<file path="src/rtl/shift_op_sequencer.sv">
// Multi-cycle shifter-operand sequencer: latches IR/Rs/Rm/C, shifts STEP bits per clock.
// Build option: define SHIFT_FASTPATH_EN to resolve amounts >= 32 without iterating.
module shift_op_sequencer #(
  parameter int unsigned STEP = 4
) (
  input  logic        clk,
  input  logic        reset,
  input  logic        start,
  input  logic [31:0] IR,
  input  logic [31:0] Rs,
  input  logic [31:0] Rm,
  input  logic        SR29_IN,
  output logic        busy,
  output logic        done,
  output logic [31:0] Out,
  output logic        SR29_OUT
);

  localparam int unsigned DW = 32;
  localparam int unsigned CW = 6;
  localparam int unsigned AW = 9;

  typedef enum logic [1:0] {S_IDLE, S_SHIFT, S_FIX, S_DONE} state_e;
  typedef enum logic [1:0] {SH_LSL, SH_LSR, SH_ASR, SH_ROR} shtype_e;
  typedef enum logic [1:0] {FX_NONE, FX_ZERO, FX_RRX, FX_MSB} fix_e;

  state_e          state_q, state_d;
  shtype_e         type_q;
  fix_e            fix_q;
  logic [DW-1:0]   work_q;
  logic            carry_q;
  logic [CW-1:0]   rem_q;
  logic            busy_q, busy_d;
  logic            done_q, done_d;
  logic [DW-1:0]   out_q, out_d;
  logic            c_q, c_d;

  shtype_e         dec_type;
  fix_e            dec_fix;
  logic [DW-1:0]   dec_work;
  logic            dec_carry;
  logic [CW-1:0]   dec_count;
  logic [AW-1:0]   amount;
  logic            shift_en;

  logic [DW-1:0]   step_work;
  logic            step_carry;
  logic [CW-1:0]   step_rem;

  logic            unused_bits;
  assign unused_bits = ^{IR[31:28], Rs[31:8]};

  assign busy     = busy_q;
  assign done     = done_q;
  assign Out      = out_q;
  assign SR29_OUT = c_q;

  // Operand decode: initial working value, carry, shift type, iteration count and fix-up kind
  always_comb begin
    dec_work  = Rm;
    dec_carry = SR29_IN;
    dec_type  = shtype_e'(IR[6:5]);
    dec_fix   = FX_NONE;
    dec_count = '0;
    amount    = '0;
    shift_en  = 1'b0;
    unique case (IR[27:25])
      3'b000, 3'b011: begin
        if ((IR[27:25] == 3'b000) && IR[4]) begin
          amount   = AW'(Rs[7:0]);
          shift_en = (Rs[7:0] != 8'd0);
        end else if (IR[11:7] == 5'd0) begin
          unique case (dec_type)
            SH_LSR, SH_ASR: begin
              amount   = AW'(DW);
              shift_en = 1'b1;
            end
            SH_ROR:  dec_fix = FX_RRX;
            default: ;
          endcase
        end else begin
          amount   = AW'(IR[11:7]);
          shift_en = 1'b1;
        end
      end
      3'b001: begin
        dec_work = DW'(IR[7:0]);
        dec_type = SH_ROR;
        amount   = AW'({IR[11:8], 1'b0});
        shift_en = (IR[11:8] != 4'd0);
      end
      3'b010:  dec_work = DW'(IR[11:0]);
      3'b101:  dec_work = {{6{IR[23]}}, IR[23:0], 2'b00};
      default: ;
    endcase

    if (shift_en) begin
      if (dec_type == SH_ROR) begin
        // Rotate by a multiple of 32 leaves the value intact; carry is then bit 31
        dec_count = CW'(amount[4:0]);
        dec_fix   = FX_MSB;
      end else if (amount >= AW'(DW)) begin
`ifdef SHIFT_FASTPATH_EN
        dec_count = '0;
        unique case (dec_type)
          SH_LSL: begin
            dec_work  = '0;
            dec_carry = (amount == AW'(DW)) ? Rm[0] : 1'b0;
          end
          SH_LSR: begin
            dec_work  = '0;
            dec_carry = (amount == AW'(DW)) ? Rm[DW-1] : 1'b0;
          end
          default: begin
            dec_work  = {DW{Rm[DW-1]}};
            dec_carry = Rm[DW-1];
          end
        endcase
`else
        dec_count = CW'(DW);
        if ((amount > AW'(DW)) && (dec_type != SH_ASR)) dec_fix = FX_ZERO;
`endif
      end else begin
        dec_count = CW'(amount[4:0]);
      end
    end
  end

  // Up to STEP single-bit shifts per clock, stopping when the count runs out
  always_comb begin
    step_work  = work_q;
    step_carry = carry_q;
    step_rem   = rem_q;
    for (int unsigned i = 0; i < STEP; i++) begin
      if (step_rem != '0) begin
        unique case (type_q)
          SH_LSL: begin
            step_carry = step_work[DW-1];
            step_work  = {step_work[DW-2:0], 1'b0};
          end
          SH_LSR: begin
            step_carry = step_work[0];
            step_work  = {1'b0, step_work[DW-1:1]};
          end
          SH_ASR: begin
            step_carry = step_work[0];
            step_work  = {step_work[DW-1], step_work[DW-1:1]};
          end
          default: begin
            step_carry = step_work[0];
            step_work  = {step_work[0], step_work[DW-1:1]};
          end
        endcase
        step_rem = step_rem - CW'(1);
      end
    end
  end

  always_ff @(posedge clk) begin
    if (reset) begin
      state_q <= S_IDLE;
      busy_q  <= 1'b0;
      done_q  <= 1'b0;
      out_q   <= '0;
      c_q     <= 1'b0;
    end else begin
      state_q <= state_d;
      busy_q  <= busy_d;
      done_q  <= done_d;
      out_q   <= out_d;
      c_q     <= c_d;
    end
  end

  always_comb begin
    state_d = state_q;
    unique case (state_q)
      S_IDLE:  if (start) state_d = (dec_count != '0) ? S_SHIFT : S_FIX;
      S_SHIFT: if (step_rem == '0) state_d = S_FIX;
      S_FIX:   state_d = S_DONE;
      default: state_d = S_IDLE;
    endcase
  end

  // Registered handshake and result; result is only written on the FIX edge
  always_comb begin
    busy_d = (state_d == S_SHIFT) || (state_d == S_FIX);
    done_d = (state_d == S_DONE);
    out_d  = out_q;
    c_d    = c_q;
    if (state_q == S_FIX) begin
      unique case (fix_q)
        FX_NONE: begin
          out_d = work_q;
          c_d   = carry_q;
        end
        FX_ZERO: begin
          out_d = '0;
          c_d   = 1'b0;
        end
        FX_RRX: begin
          out_d = {carry_q, work_q[DW-1:1]};
          c_d   = work_q[0];
        end
        default: begin
          out_d = work_q;
          c_d   = work_q[DW-1];
        end
      endcase
    end
  end

  always_ff @(posedge clk) begin
    if (reset) begin
      type_q  <= SH_LSL;
      fix_q   <= FX_NONE;
      work_q  <= '0;
      carry_q <= 1'b0;
      rem_q   <= '0;
    end else if ((state_q == S_IDLE) && start) begin
      type_q  <= dec_type;
      fix_q   <= dec_fix;
      work_q  <= dec_work;
      carry_q <= dec_carry;
      rem_q   <= dec_count;
    end else if (state_q == S_SHIFT) begin
      work_q  <= step_work;
      carry_q <= step_carry;
      rem_q   <= step_rem;
    end
  end

endmodule

</file>
<file path="config.mk">
export PLATFORM = sky130hd
export DESIGN_NAME = shift_op_sequencer
export DESIGN_NICKNAME = d
export VERILOG_FILES = /design/src/rtl/shift_op_sequencer.sv
export SDC_FILE = /design/constraint.sdc
export NUM_CORES = 1
export LEC_CHECK = 0
export CAP_MARGIN = 25
export CORE_ASPECT_RATIO = 1.5
export CORE_MARGIN = 4
export CORE_UTILIZATION = 60
export CTS_BUF_LIST = sky130_fd_sc_hd__clkbuf_16
export CTS_CLUSTER_SIZE = 24
export DETAILED_ROUTE_END_ITERATION = 16
export PLACE_DENSITY = 0.86
export SETUP_SLACK_MARGIN = 0.15
export SLEW_MARGIN = 40
export SYNTH_ARGS = -nofsm -noshare
export SYNTH_HDL_FRONTEND = slang
export SYNTH_SLANG_ARGS = --single-unit
</file>
<file path="constraint.sdc">
create_clock -name clk -period 10.8 [get_ports clk]
set_input_delay 2.7 -clock clk [delete_from_list [all_inputs] [get_ports clk]]
set_output_delay 2.7 -clock clk [all_outputs]
set_load 0.05 [all_outputs]
</file>
==> summary.md <==
| Metric | Value |
|---|---|
| Antenna Cells | 0 |
| Die H | 153 um |
| Multi-input gate area | 0.00626 sq mm |
| Post-CTS Setup Repair Bufs | 0 |
| Post-synth EDFFs | 0 |
| Std-Cell Rows | 52 |
| Crit path buf inv count | 3 |
| Sequential fraction of the synthesis area | 19.1% |
| Final nets | 1340 |
| Post-DP Area | 0.00926 sq mm |
| Vias in the first global route | 8991 |
| Worst hold path type | reg -> reg |
| Main synth FF type | dfxtp_1 |
| Crit-path slowest cell | nor2_2 |
| Fmax | 131 MHz |
| P_leak | 3.64 nW |
| Post-CTS Hold Fix Bufs | 0 |
| DRT iter0 DRCs | 1102 |
| Layout cells sized above 1 | 7.38% |
| RSZ-0062 raised after global routing | no |
| First-pass GRT wire length | 46100 um |
| Wire per inst | 20.6 um |
| Port bufs | 105 |
| Syn Nets | 1320 |
| Final Max Slew Viols | 0 |
| Final setup viols | 0 |
| Worst reg2reg startpoint | rem_q[0]$_SDFFE_PP0P_ |
| WP depth | 26 |
| Period minus WS final | 7.61 ns |
| Largest net degree at the start of global routing | 66 |
| Clock transition at path regs | 0.07 ns |
| Grt ovf | 0 |
| WP data arrival | 7.83 ns |
| Tot GR Track Use | 35.3% |
| Yosys cell types | 86 |
| Storage element area | 0.00160 sq mm |
| Post-route clock skew | 0.00928 ns |
| Worst path top cell family by delay | simple AND/OR/NAND/NOR gates |
| DR DRC count | 0 |
| Post_cts resized | 0 |
| Root buffer cell | clkbuf_16 |
| Mean Syn Cell Area | 6.94 sq um |
| Hold Slack | 0.497 ns |
| Setup ws final | 3.19 ns |
| Required time worst endpoint | 11.02 ns |
| TritonCTS clock tree | done |
| Clock Path Buffers | 2 |
| Clk Latency, worst-skew pair | 0.36 ns |
| Setup crit end kind | flip-flop |
| Worst r2r dst | busy$_SDFF_PP0_ |
| PwrDens | 361 mW/mm^2 |
| Status | completed |
| CP Launch Type | flip-flop |
| Hold Vio Cnt, Final | 0 |
| Depth of the most critical reg-to-reg path | 26 |
| Filler cells | 1193 |
| GP Congestion | 0.970 |
| Tcrit/Tclk final | 70.4% |
| Max-Cap Viols | 0 |
| IO Count | 135 |
| TNS Setup | 0 ns |
| Sink Count | 80 |
| Max IR drop VDD | 0.322 mV |
| Syn-to-layout area delta | 14.0% |
| Setup slack, reg-to-reg | 3.19 ns |
| Syn Std Cell Area | 0.00839 sq mm |
| Initial antenna violation count | 0 |
| Tightest Pin Transition | 0.779 ns |
| Slew headroom | 47.7% |
| Critical Path End | busy$_SDFF_PP0_ |
| Fin area | 0.00956 sq mm |
| First-pass DRT Iterations | 6 |
| CTS H-tree depth | 3 |
| Slowest stage delay, CP | 0.77 ns |
| Crit path from | rem_q[0]$_SDFFE_PP0P_ |
| DR vias | 9733 |
| Total wire length | 28700 um |
| Detailed placement HPWL | 20200 um |
| Worst-path maximum fanout | 58 |
| Total die area | 0.0160 sq mm |
| #FFs+latches synth | 80 |
| Core Region | 0.0136 sq mm |
| Starting Density | 61.7% |
| Final ANT Viol Nets | 0 |
| Die X | 105 um |
| Ys async rst share | 0% |
| Core Util, Final | 70.3% |
| TritonCTS buffer count | 9 |
| Synthesized instance count | 1209 |
| Setup Crit Path Kind | reg -> reg |
| Worst slack, placed | 3.41 ns |
| Avg Vias per Cell | 6.98 |
| Synth warn | 0 |
==> area by class of cell <==
type,count,area share (%)
Multi-Input combinational cell,1003,65.4
Sequential cell,80,16.8
Timing Repair Buffer,120,12.0
Clock buffer,9,2.36
Tap cell,162,2.12
Clock inverter,6,0.733
Inverter,15,0.589
==> tightest hold or removal path, delay by kind of cell, from the launching register on <==
kind | cells | cell delay, ns
compound gates | 1 | 0.05
flops | 1 | 0.31
simple gates | 1 | 0.09
==> logic make-up (layout without fill, tap and decap cells) <==
family,Yosys count,in the layout,synth area share (%)
compound gates,384,384,30.8
xor+xnor,9,9,0.940
simple gates,502,502,28.9
flops,80,80,19.1
buf+inv,126,150,6.65
fa+ha+maj,11,11,1.64
mux,97,97,11.9
==> cells in the mapped netlist, types with 12 or more instances <==
master,count,area (sq um)
a211oi_1,32,240
a21oi_1,75,375
a221oi_1,12,105
a22oi_1,27,203
a311oi_1,34,298
a31oi_1,21,131
and2_1,15,93.8
and3_1,17,106
buf_2,26,130
clkbuf_1,68,255
dfxtp_1,80,1600
inv_1,15,56.3
mux2_2,21,236
mux2i_1,73,731
nand2_1,110,413
nand2b_1,38,238
nand3_1,64,320
nor2_1,170,638
nor3_1,24,120
o211ai_1,13,97.6
o21ai_0,83,415
==> metrics by stage <==
step | std cells | power (mW)
6_report | 1395 | 3.45
5_1_grt | 1395 | 3.70
4_1_cts | 1395 | 3.36
3_5_place_dp | 1380 | 3.03
3_3_place_gp | 1380 | 3.00
2_1_floorplan | 1209 | 2.46
==> layer usage <==
metal | vias up | track usage, % | routed length, um | share of wire, %
met4 | 0 | 29.2 | 2670 | 9.3
li1 | 4503 | - | - | -
met2 | 570 | 58.7 | 13800 | 48
met5 | - | 0 | 0 | 0
met3 | 159 | 5.89 | 2230 | 7.8
met1 | 4501 | 39.1 | 10100 | 35
==> how the worst min path moves through the flow <==
stage / startpoint / end / slack [ns] / depth (start not counted)
2_1_floorplan: carry_q$_SDFFE_PP0P_ / carry_q$_SDFFE_PP0P_ / 0.46 / 2
3_3_place_gp: SR29_OUT$_SDFFE_PP0P_ / SR29_OUT$_SDFFE_PP0P_ / 0.48 / 2
3_5_place_dp: Out[12]$_SDFFE_PP0P_ / Out[12]$_SDFFE_PP0P_ / 0.49 / 2
4_1_cts: Out[12]$_SDFFE_PP0P_ / Out[12]$_SDFFE_PP0P_ / 0.50 / 2
5_1_grt: Out[29]$_SDFFE_PP0P_ / Out[29]$_SDFFE_PP0P_ / 0.52 / 2
6_report: Out[12]$_SDFFE_PP0P_ / Out[12]$_SDFFE_PP0P_ / 0.50 / 2
==> state kept, by name, indices dropped and copies added, names as in the netlist <==
name and cells:
Out 32, work_q 32, rem_q 6, fix_q 2, state_q 2, type_q 2, SR29_OUT 1, busy 1
carry_q 1, done 1
==> power by group <==
part / internal [mW] / switching (mW) / total, mW / leakage [nW]
registers: 0.400 / 0.178 / 0.579 / 0.656
clock network: 0.179 / 0.139 / 0.319 / 0.134
logic: 0.941 / 1.61 / 2.55 / 2.85
total: 1.52 / 1.93 / 3.45 / 3.64
==> cells in the final DEF (no fill, tap or decap), types with 5 or more instances in the layout <==
cell type	instances
dfxtp_1	80
nand2b_1	38
ha_1	11
or2_2	11
clkdlybuf4s50_1	102
a221oi_1	12
a211oi_1	32
nor2b_1	10
a311oi_1	34
nand2_1	110
a21o_1	10
and2_1	15
nand3_1	64
buf_4	15
a21oi_1	75
xnor2_1	5
a22oi_1	27
o31ai_1	9
mux2_2	21
o211ai_1	13
inv_1	15
nor3_1	24
o21a_1	8
mux2i_1	73
o21ai_0	83
and3_1	17
a31oi_1	21
nor2_1	169
or3_1	8
clkbuf_16	9
(Power assumes the default switching activity.)
